**config.mk**
```make
export PLATFORM = sky130hd
export DESIGN_NAME = frontpanel_key_event_encoder_flat
export DESIGN_NICKNAME = d
export VERILOG_FILES = /design/src/rtl/frontpanel_key_event_encoder_if.sv /design/src/rtl/frontpanel_key_event_encoder.sv /design/src/flat_wrapper.sv
export SDC_FILE = /design/constraint.sdc
export NUM_CORES = 1
export LEC_CHECK = 0
export CAP_MARGIN = 20
export CELL_PAD_IN_SITES_DETAIL_PLACEMENT = 2
export CELL_PAD_IN_SITES_GLOBAL_PLACEMENT = 2
export CORE_MARGIN = 3
export CORE_UTILIZATION = 41
export DETAILED_ROUTE_END_ITERATION = 8
export PLACE_DENSITY_LB_ADDON = 0.3
export REMOVE_ABC_BUFFERS = 1
export SYNTH_ARGS = -nofsm -noshare
export SYNTH_HDL_FRONTEND = slang
export SYNTH_SLANG_ARGS = --single-unit
```
**constraint.sdc**
```tcl
create_clock -name S_AXI_ACLK -period 6.43 [get_ports S_AXI_ACLK]
set_input_delay 1.286 -clock S_AXI_ACLK [delete_from_list [all_inputs] [get_ports S_AXI_ACLK]]
set_output_delay 1.286 -clock S_AXI_ACLK [all_outputs]
set_load 0.03 [all_outputs]
```
**src/rtl/frontpanel_key_event_encoder_if.sv**
```systemverilog
// Key event stream between the encoder and the front-panel AXI/interrupt logic.
// Latency: none, wires only.
// Backpressure: the consumer holds EVT_READY low to stall the head event.
interface frontpanel_key_event_encoder_if;
    logic       EVT_VALID;
    logic       EVT_READY;
    logic [7:0] EVT_DATA;

    // Event producer: presents the FIFO head
    modport master (
        output EVT_VALID,
        output EVT_DATA,
        input  EVT_READY
    );

    // Event consumer: accepts the head when ready
    modport slave (
        input  EVT_VALID,
        input  EVT_DATA,
        output EVT_READY
    );
endinterface

```
**src/rtl/frontpanel_key_event_encoder.sv**
```systemverilog
// Debounces every front-panel button across scanner snapshots and queues press/release events.
// Latency: button i of a snapshot strobed in cycle t is evaluated at t+1+i; its event heads an empty FIFO at t+2+i.
// Backpressure: EVT_READY low fills the FIFO; further events are dropped (OVERFLOW) while debounce state still advances.
module frontpanel_key_event_encoder #(
    parameter int BUTTON_COUNT   = 64,
    parameter int DEBOUNCE_SCANS = 3,
    parameter int FIFO_DEPTH     = 16
) (
    input  logic                          S_AXI_ACLK,
    input  logic                          S_AXI_ARESETN,
    input  logic                          SNAP_VALID,
    input  logic [BUTTON_COUNT-1:0]       SNAP_DATA,
    frontpanel_key_event_encoder_if.master evt,
    output logic [$clog2(FIFO_DEPTH):0]   FIFO_LEVEL,
    output logic                          OVERFLOW,
    output logic                          SNAP_DROPPED,
    input  logic                          FLAG_CLR,
    output logic                          BUSY
);
    localparam int IDX_W = $clog2(BUTTON_COUNT);
    localparam int CW    = $clog2(DEBOUNCE_SCANS + 1);
    localparam int PW    = $clog2(FIFO_DEPTH);
    localparam int LW    = PW + 1;
    localparam logic [LW-1:0]    DEPTH_L = LW'(FIFO_DEPTH);
    localparam logic [IDX_W-1:0] LAST_I  = IDX_W'(BUTTON_COUNT - 1);

    typedef enum logic {IDLE, SCAN} state_t;

    state_t                  state;
    logic                    busy;
    logic [IDX_W-1:0]        idx;
    logic [BUTTON_COUNT-1:0] shadow;
    logic [BUTTON_COUNT-1:0] stable;
    logic [CW-1:0]           cnt [BUTTON_COUNT];

    logic [7:0]              mem [FIFO_DEPTH];
    logic [PW-1:0]           wr_ptr;
    logic [PW-1:0]           rd_ptr;

    logic                    raw_bit;
    logic [CW-1:0]           cur_cnt;
    logic                    differs;
    logic                    accept_chg;
    logic [6:0]              evt_idx;
    logic [7:0]              evt_word;
    logic                    evt_vld;
    logic                    pop;
    logic                    push_ok;
    logic                    snap_drop;
    logic                    last_idx;

    // Evaluate the button under the scan index and decide whether its change is accepted
    always_comb begin
        raw_bit    = shadow[idx];
        cur_cnt    = cnt[idx];
        differs    = (state == SCAN) && (raw_bit != stable[idx]);
        accept_chg = differs && ((int'(cur_cnt) + 1) == DEBOUNCE_SCANS);
        evt_idx    = '0;
        evt_idx[IDX_W-1:0] = idx;
        evt_word   = {raw_bit, evt_idx};
        evt_vld    = (FIFO_LEVEL != '0);
        pop        = evt_vld && evt.EVT_READY;
        // A full FIFO still takes the event when the head leaves in the same cycle
        push_ok    = accept_chg && ((FIFO_LEVEL < DEPTH_L) || pop);
        snap_drop  = SNAP_VALID && (state == SCAN);
        last_idx   = (idx == LAST_I);
    end

    assign evt.EVT_VALID = evt_vld;
    assign evt.EVT_DATA  = evt_vld ? mem[rd_ptr] : 8'h00;
    assign BUSY          = busy;

    // Scan sequencer: latch a snapshot in IDLE, then walk one button per cycle
    always_ff @(posedge S_AXI_ACLK or negedge S_AXI_ARESETN) begin
        if (!S_AXI_ARESETN) begin
            state  <= IDLE;
            busy   <= 1'b0;
            idx    <= '0;
            shadow <= '0;
        end else begin
            case (state)
                IDLE: begin
                    if (SNAP_VALID) begin
                        shadow <= SNAP_DATA;
                        idx    <= '0;
                        state  <= SCAN;
                        busy   <= 1'b1;
                    end
                end
                SCAN: begin
                    if (last_idx) begin
                        state <= IDLE;
                        busy  <= 1'b0;
                        idx   <= '0;
                    end else begin
                        idx <= idx + IDX_W'(1);
                    end
                end
                default: begin
                    state <= IDLE;
                    busy  <= 1'b0;
                end
            endcase
        end
    end

    // Per-button debounce: count consecutive disagreeing scans, commit the level after enough of them
    always_ff @(posedge S_AXI_ACLK or negedge S_AXI_ARESETN) begin
        if (!S_AXI_ARESETN) begin
            stable <= '0;
            for (int i = 0; i < BUTTON_COUNT; i++) begin
                cnt[i] <= '0;
            end
        end else if (state == SCAN) begin
            if (!differs) begin
                cnt[idx] <= '0;
            end else if (accept_chg) begin
                // Committed even when the FIFO drops the event, so it is never re-emitted
                stable[idx] <= raw_bit;
                cnt[idx]    <= '0;
            end else begin
                cnt[idx] <= cur_cnt + CW'(1);
            end
        end
    end

    // Event storage; contents need no reset because the level gates visibility
    always_ff @(posedge S_AXI_ACLK) begin
        if (push_ok) begin
            mem[wr_ptr] <= evt_word;
        end
    end

    // FIFO pointers and occupancy; simultaneous push and pop leave the level unchanged
    always_ff @(posedge S_AXI_ACLK or negedge S_AXI_ARESETN) begin
        if (!S_AXI_ARESETN) begin
            wr_ptr     <= '0;
            rd_ptr     <= '0;
            FIFO_LEVEL <= '0;
        end else begin
            if (push_ok) wr_ptr <= wr_ptr + PW'(1);
            if (pop)     rd_ptr <= rd_ptr + PW'(1);
            if (push_ok && !pop) begin
                FIFO_LEVEL <= FIFO_LEVEL + LW'(1);
            end else if (pop && !push_ok) begin
                FIFO_LEVEL <= FIFO_LEVEL - LW'(1);
            end
        end
    end

    // Sticky status flags; a new set condition overrides a simultaneous clear
    always_ff @(posedge S_AXI_ACLK or negedge S_AXI_ARESETN) begin
        if (!S_AXI_ARESETN) begin
            OVERFLOW     <= 1'b0;
            SNAP_DROPPED <= 1'b0;
        end else begin
            if (accept_chg && !push_ok) OVERFLOW <= 1'b1;
            else if (FLAG_CLR)          OVERFLOW <= 1'b0;
            if (snap_drop)              SNAP_DROPPED <= 1'b1;
            else if (FLAG_CLR)          SNAP_DROPPED <= 1'b0;
        end
    end
endmodule

```
**src/flat_wrapper.sv**
```systemverilog
// flat-port wrapper written by rule: the top's interface ports become plain ports
module frontpanel_key_event_encoder_flat 
#(
    parameter int BUTTON_COUNT   = 64,
    parameter int DEBOUNCE_SCANS = 3,
    parameter int FIFO_DEPTH     = 16
)
  (S_AXI_ACLK, S_AXI_ARESETN, SNAP_VALID, SNAP_DATA, FIFO_LEVEL, OVERFLOW, SNAP_DROPPED, FLAG_CLR, BUSY, evt_EVT_VALID, evt_EVT_DATA, evt_EVT_READY);
  frontpanel_key_event_encoder_if evt_i ();
  input  logic S_AXI_ACLK;
  input  logic S_AXI_ARESETN;
  input  logic SNAP_VALID;
  input  logic [BUTTON_COUNT-1:0] SNAP_DATA;
  output logic [$clog2(FIFO_DEPTH):0] FIFO_LEVEL;
  output logic OVERFLOW;
  output logic SNAP_DROPPED;
  input  logic FLAG_CLR;
  output logic BUSY;
  output wire logic [$bits(evt_i.EVT_VALID)-1:0] evt_EVT_VALID;
  output wire logic [$bits(evt_i.EVT_DATA)-1:0] evt_EVT_DATA;
  input wire logic [$bits(evt_i.EVT_READY)-1:0] evt_EVT_READY;
  assign evt_EVT_VALID = evt_i.EVT_VALID;
  assign evt_EVT_DATA = evt_i.EVT_DATA;
  assign evt_i.EVT_READY = evt_EVT_READY;
  frontpanel_key_event_encoder #(.BUTTON_COUNT(BUTTON_COUNT), .DEBOUNCE_SCANS(DEBOUNCE_SCANS), .FIFO_DEPTH(FIFO_DEPTH)) u_core (.S_AXI_ACLK(S_AXI_ACLK), .S_AXI_ARESETN(S_AXI_ARESETN), .SNAP_VALID(SNAP_VALID), .SNAP_DATA(SNAP_DATA), .evt(evt_i), .FIFO_LEVEL(FIFO_LEVEL), .OVERFLOW(OVERFLOW), .SNAP_DROPPED(SNAP_DROPPED), .FLAG_CLR(FLAG_CLR), .BUSY(BUSY));
endmodule
```
==> flow_summary.json <==
{
  "yosysMostFrequentCell": "nand2_1",
  "grt_pass1_vias": 15400,
  "ys_seq_area_frac": 0.580,
  "gp_congestion": 0.815,
  "clock-sinks": 391,
  "seq_area_um2": 10400,
  "tightestPinTransition_ps": 1170,
  "drive_gt1_frac": 0.121,
  "fp.dieW_um": 215,
  "crit_type": "flip-flop to flip-flop",
  "gr-usage-all-layers": 0.264,
  "final_area_um2": 20700,
  "path_clk_slew_ps": 60,
  "rows": 75,
  "worstPathCellList": "buf_4, mux4_2, mux2i_1, o22ai_1, a21oi_1, nand3_1, a211oi_1, ha_2, nand2_1, nor2b_1, nand2_1, inv_1, ha_1, inv_1, fa_1, a21o_1, a21oi_1, xnor2_1, nor2_1, xor2_1",
  "cts_hold_buf": 0,
  "post-route-min-period_ps": 5450,
  "cp-end-kind": "flip-flop",
  "leakage_nw": 8.46,
  "cts_tree": "done",
  "ys.flop_type": "dfrtp_1",
  "clkLatencyLatePin_ps": 590,
  "antenna_found_initial": 0,
  "critical-path-top-delay-family": "compound AO/OA/AOI/OAI gates",
  "async_flop_share": 0.714,
  "hold_slack_ps": 473,
  "hold_viol": 0,
  "dieHeight_um": 215,
  "fin_crit_sh": 0.848,
  "grt_pass1_wl_mm": 94.8,
  "rsz0062_at_grt": "no",
  "area_growth_syn_to_layout_pct": 16.3,
  "fmax_ghz": 0.183,
  "cts_buffers": 43,
  "synth_cell_type_count": 50,
  "irDropWorstVdd_mv": 0.471,
  "synth.area.top_cells": "dfrtp_1 39%, edfxtp_1 19%, nand2_1 8.8%",
  "drc": 0,
  "routed_wl_mm": 60.6,
  "firstDrtPassIters": 5,
  "cp_max_fo": 51,
  "port_buffers": 84,
  "routed-via-count": 13700,
  "coreArea_um2": 42500,
  "drtAntennaViolNets": 0,
  "skew_ps": 19.5,
  "vias_per_cell": 5.95,
  "start_util": 0.420,
  "synth_common_cells": "418 x nand2_1, 279 x dfrtp_1, 144 x o21ai_0",
  "startpoint_type": "flip-flop",
  "ys_seq_elements": 391,
  "overflow": 0,
  "clock_path_buffers": 3,
  "slew_violations": 0,
  "fill_cells": 4289,
  "min_path_type": "flip-flop to flip-flop",
  "final_core_util": 0.488,
  "wl_per_cell_um": 26.3,
  "power_density_nw_per_um2": 521,
  "dieArea_um2": 46100,
  "whs_path_depth": 2,
  "postCtsSetupBuffers": 0,
  "cpPeakStageDelay_ps": 930,
  "slew_headroom": 0.220,
  "diodes": 0,
  "r2r_cells": 20,
  "cts_resized": 0,
  "cts.htree.levels": 2,
  "slowest_stage": "dfrtp_4",
  "post-dp-hpwl_mm": 38.4,
  "multi_input_area_um2": 6980,
  "nets": 1772,
  "cts_root_buf": "clkbuf_16",
  "critical_path_buf_inv_count": 3,
  "netlist_area_um2": 17800,
  "io_pins": 86,
  "yosysWarnings": 0,
  "syn_inst": 1633,
  "syn_area_per_cell_um2": 10.9,
  "crit_arrival_ps": 5920,
  "status": "finished clean",
  "first_iter_violations": 981,
  "synth_edf_count": 112,
  "grt_max_degree": 101,
  "setup_viol": 0,
  "yosys.area.top_type": "dfrtp_1",
  "crit_cells": 20,
  "critPathRequiredTime_ps": 6890,
  "power.total_mw": 10.8,
  "dpl_cell_area_um2": 19300,
  "maxCapViolations": 0,
  "synth.top_cell.area_share": 0.391
}
power breakdown:
| part | switching [mW] | internal (mW) |
|---|---|---|
| sequential | 0.501 | 3.14 |
| clock | 1.06 | 1.45 |
| combinational | 3.25 | 1.41 |
layout make-up:
| type | instances | area share |
|---|---|---|
| multi-input combinational | 1116 | 0.336 |
| sequential | 391 | 0.499 |
| tap | 577 | 0.0348 |
| clock inverter | 17 | 0.00923 |
| timing repair buffer | 126 | 0.0593 |
| inverter | 13 | 0.00235 |
| clock buffer | 62 | 0.0587 |
cells in the final DEF, fill, tap and decap left out, types with 28 or more instances in the layout:
cell type / count
nand2_1: 417
nand3_1: 28
a31oi_1: 109
mux2i_1: 55
edfxtp_1: 112
a22oi_1: 34
mux4_2: 55
o21ai_0: 144
clkbuf_16: 43
clkdlybuf4s50_1: 83
dfrtp_1: 275
buf_4: 35
nor2_1: 101
path summary, 6_finish.rpt:
kind | slack [ps] | end | start
setup / recovery | 980 | u_core.FIFO_LEVEL[4] | u_core.idx[2]
hold / removal | 470 | u_core.shadow[8] | u_core.shadow[8]
setup reg to reg | 980 | u_core.FIFO_LEVEL[4] | u_core.idx[2]
hold reg to reg | 470 | u_core.shadow[8] | u_core.shadow[8]
max in group asynchronous | 4170 | u_core.idx[0] | S_AXI_ARESETN
min in group asynchronous | 760 | u_core.wr_ptr[2] | S_AXI_ARESETN
metal layers:
metal	routed length (um)	part of all wire	GRT usage	vias to the layer above
li1	-	-	-	5963
met1	25400	0.42	0.346	7241
met2	30800	0.51	0.457	380
met3	2870	0.047	0.0418	103
met4	1530	0.025	0.0778	0
met5	0	0	0	-
cell families after synthesis:
family	share of synthesized area
other	0.000210
buffers and inverters	0.0313
flip-flops	0.580
multiplexers	0.115
AND/OR/NAND/NOR	0.139
adder cells (fa/ha/maj)	0.00884
XOR/XNOR	0.00589
AO/OA/AOI/OAI	0.119
worst reg2reg max path: cells and delay by family, from the launching register on:
kind                       cells  cell delay (ps)
AOI/OAI and AO/OA              5             1110
xor gates and xnor gates       2              300
adders and majority gates      3              940
buffers and inverters          3              620
DFF                            1              930
muxes                          2              500
and+or+nand+nor                5              940
through the flow:
stage          setup TNS [ps]  worst slack (ps)  std cells
6_report                    0               977       2302
3_3_place_gp                0              1440       2218
5_1_grt                     0               649       2302
2_1_floorplan         -706020             -2750       1520
3_5_place_dp                0               995       2220
4_1_cts                     0               838       2299
state kept, by name, indices dropped and copies added, names as in the netlist:
signal	cells
u_core.OVERFLOW	1
u_core.state	1
u_core.rd_ptr	4
u_core.stable	64
u_core.idx	6
u_core.shadow	64
u_core.FIFO_LEVEL	5
u_core.BUSY	1
u_core.wr_ptr	4
u_core.SNAP_DROPPED	1
u_core.mem	112
u_core.cnt	128
(Power assumes the default switching activity.)
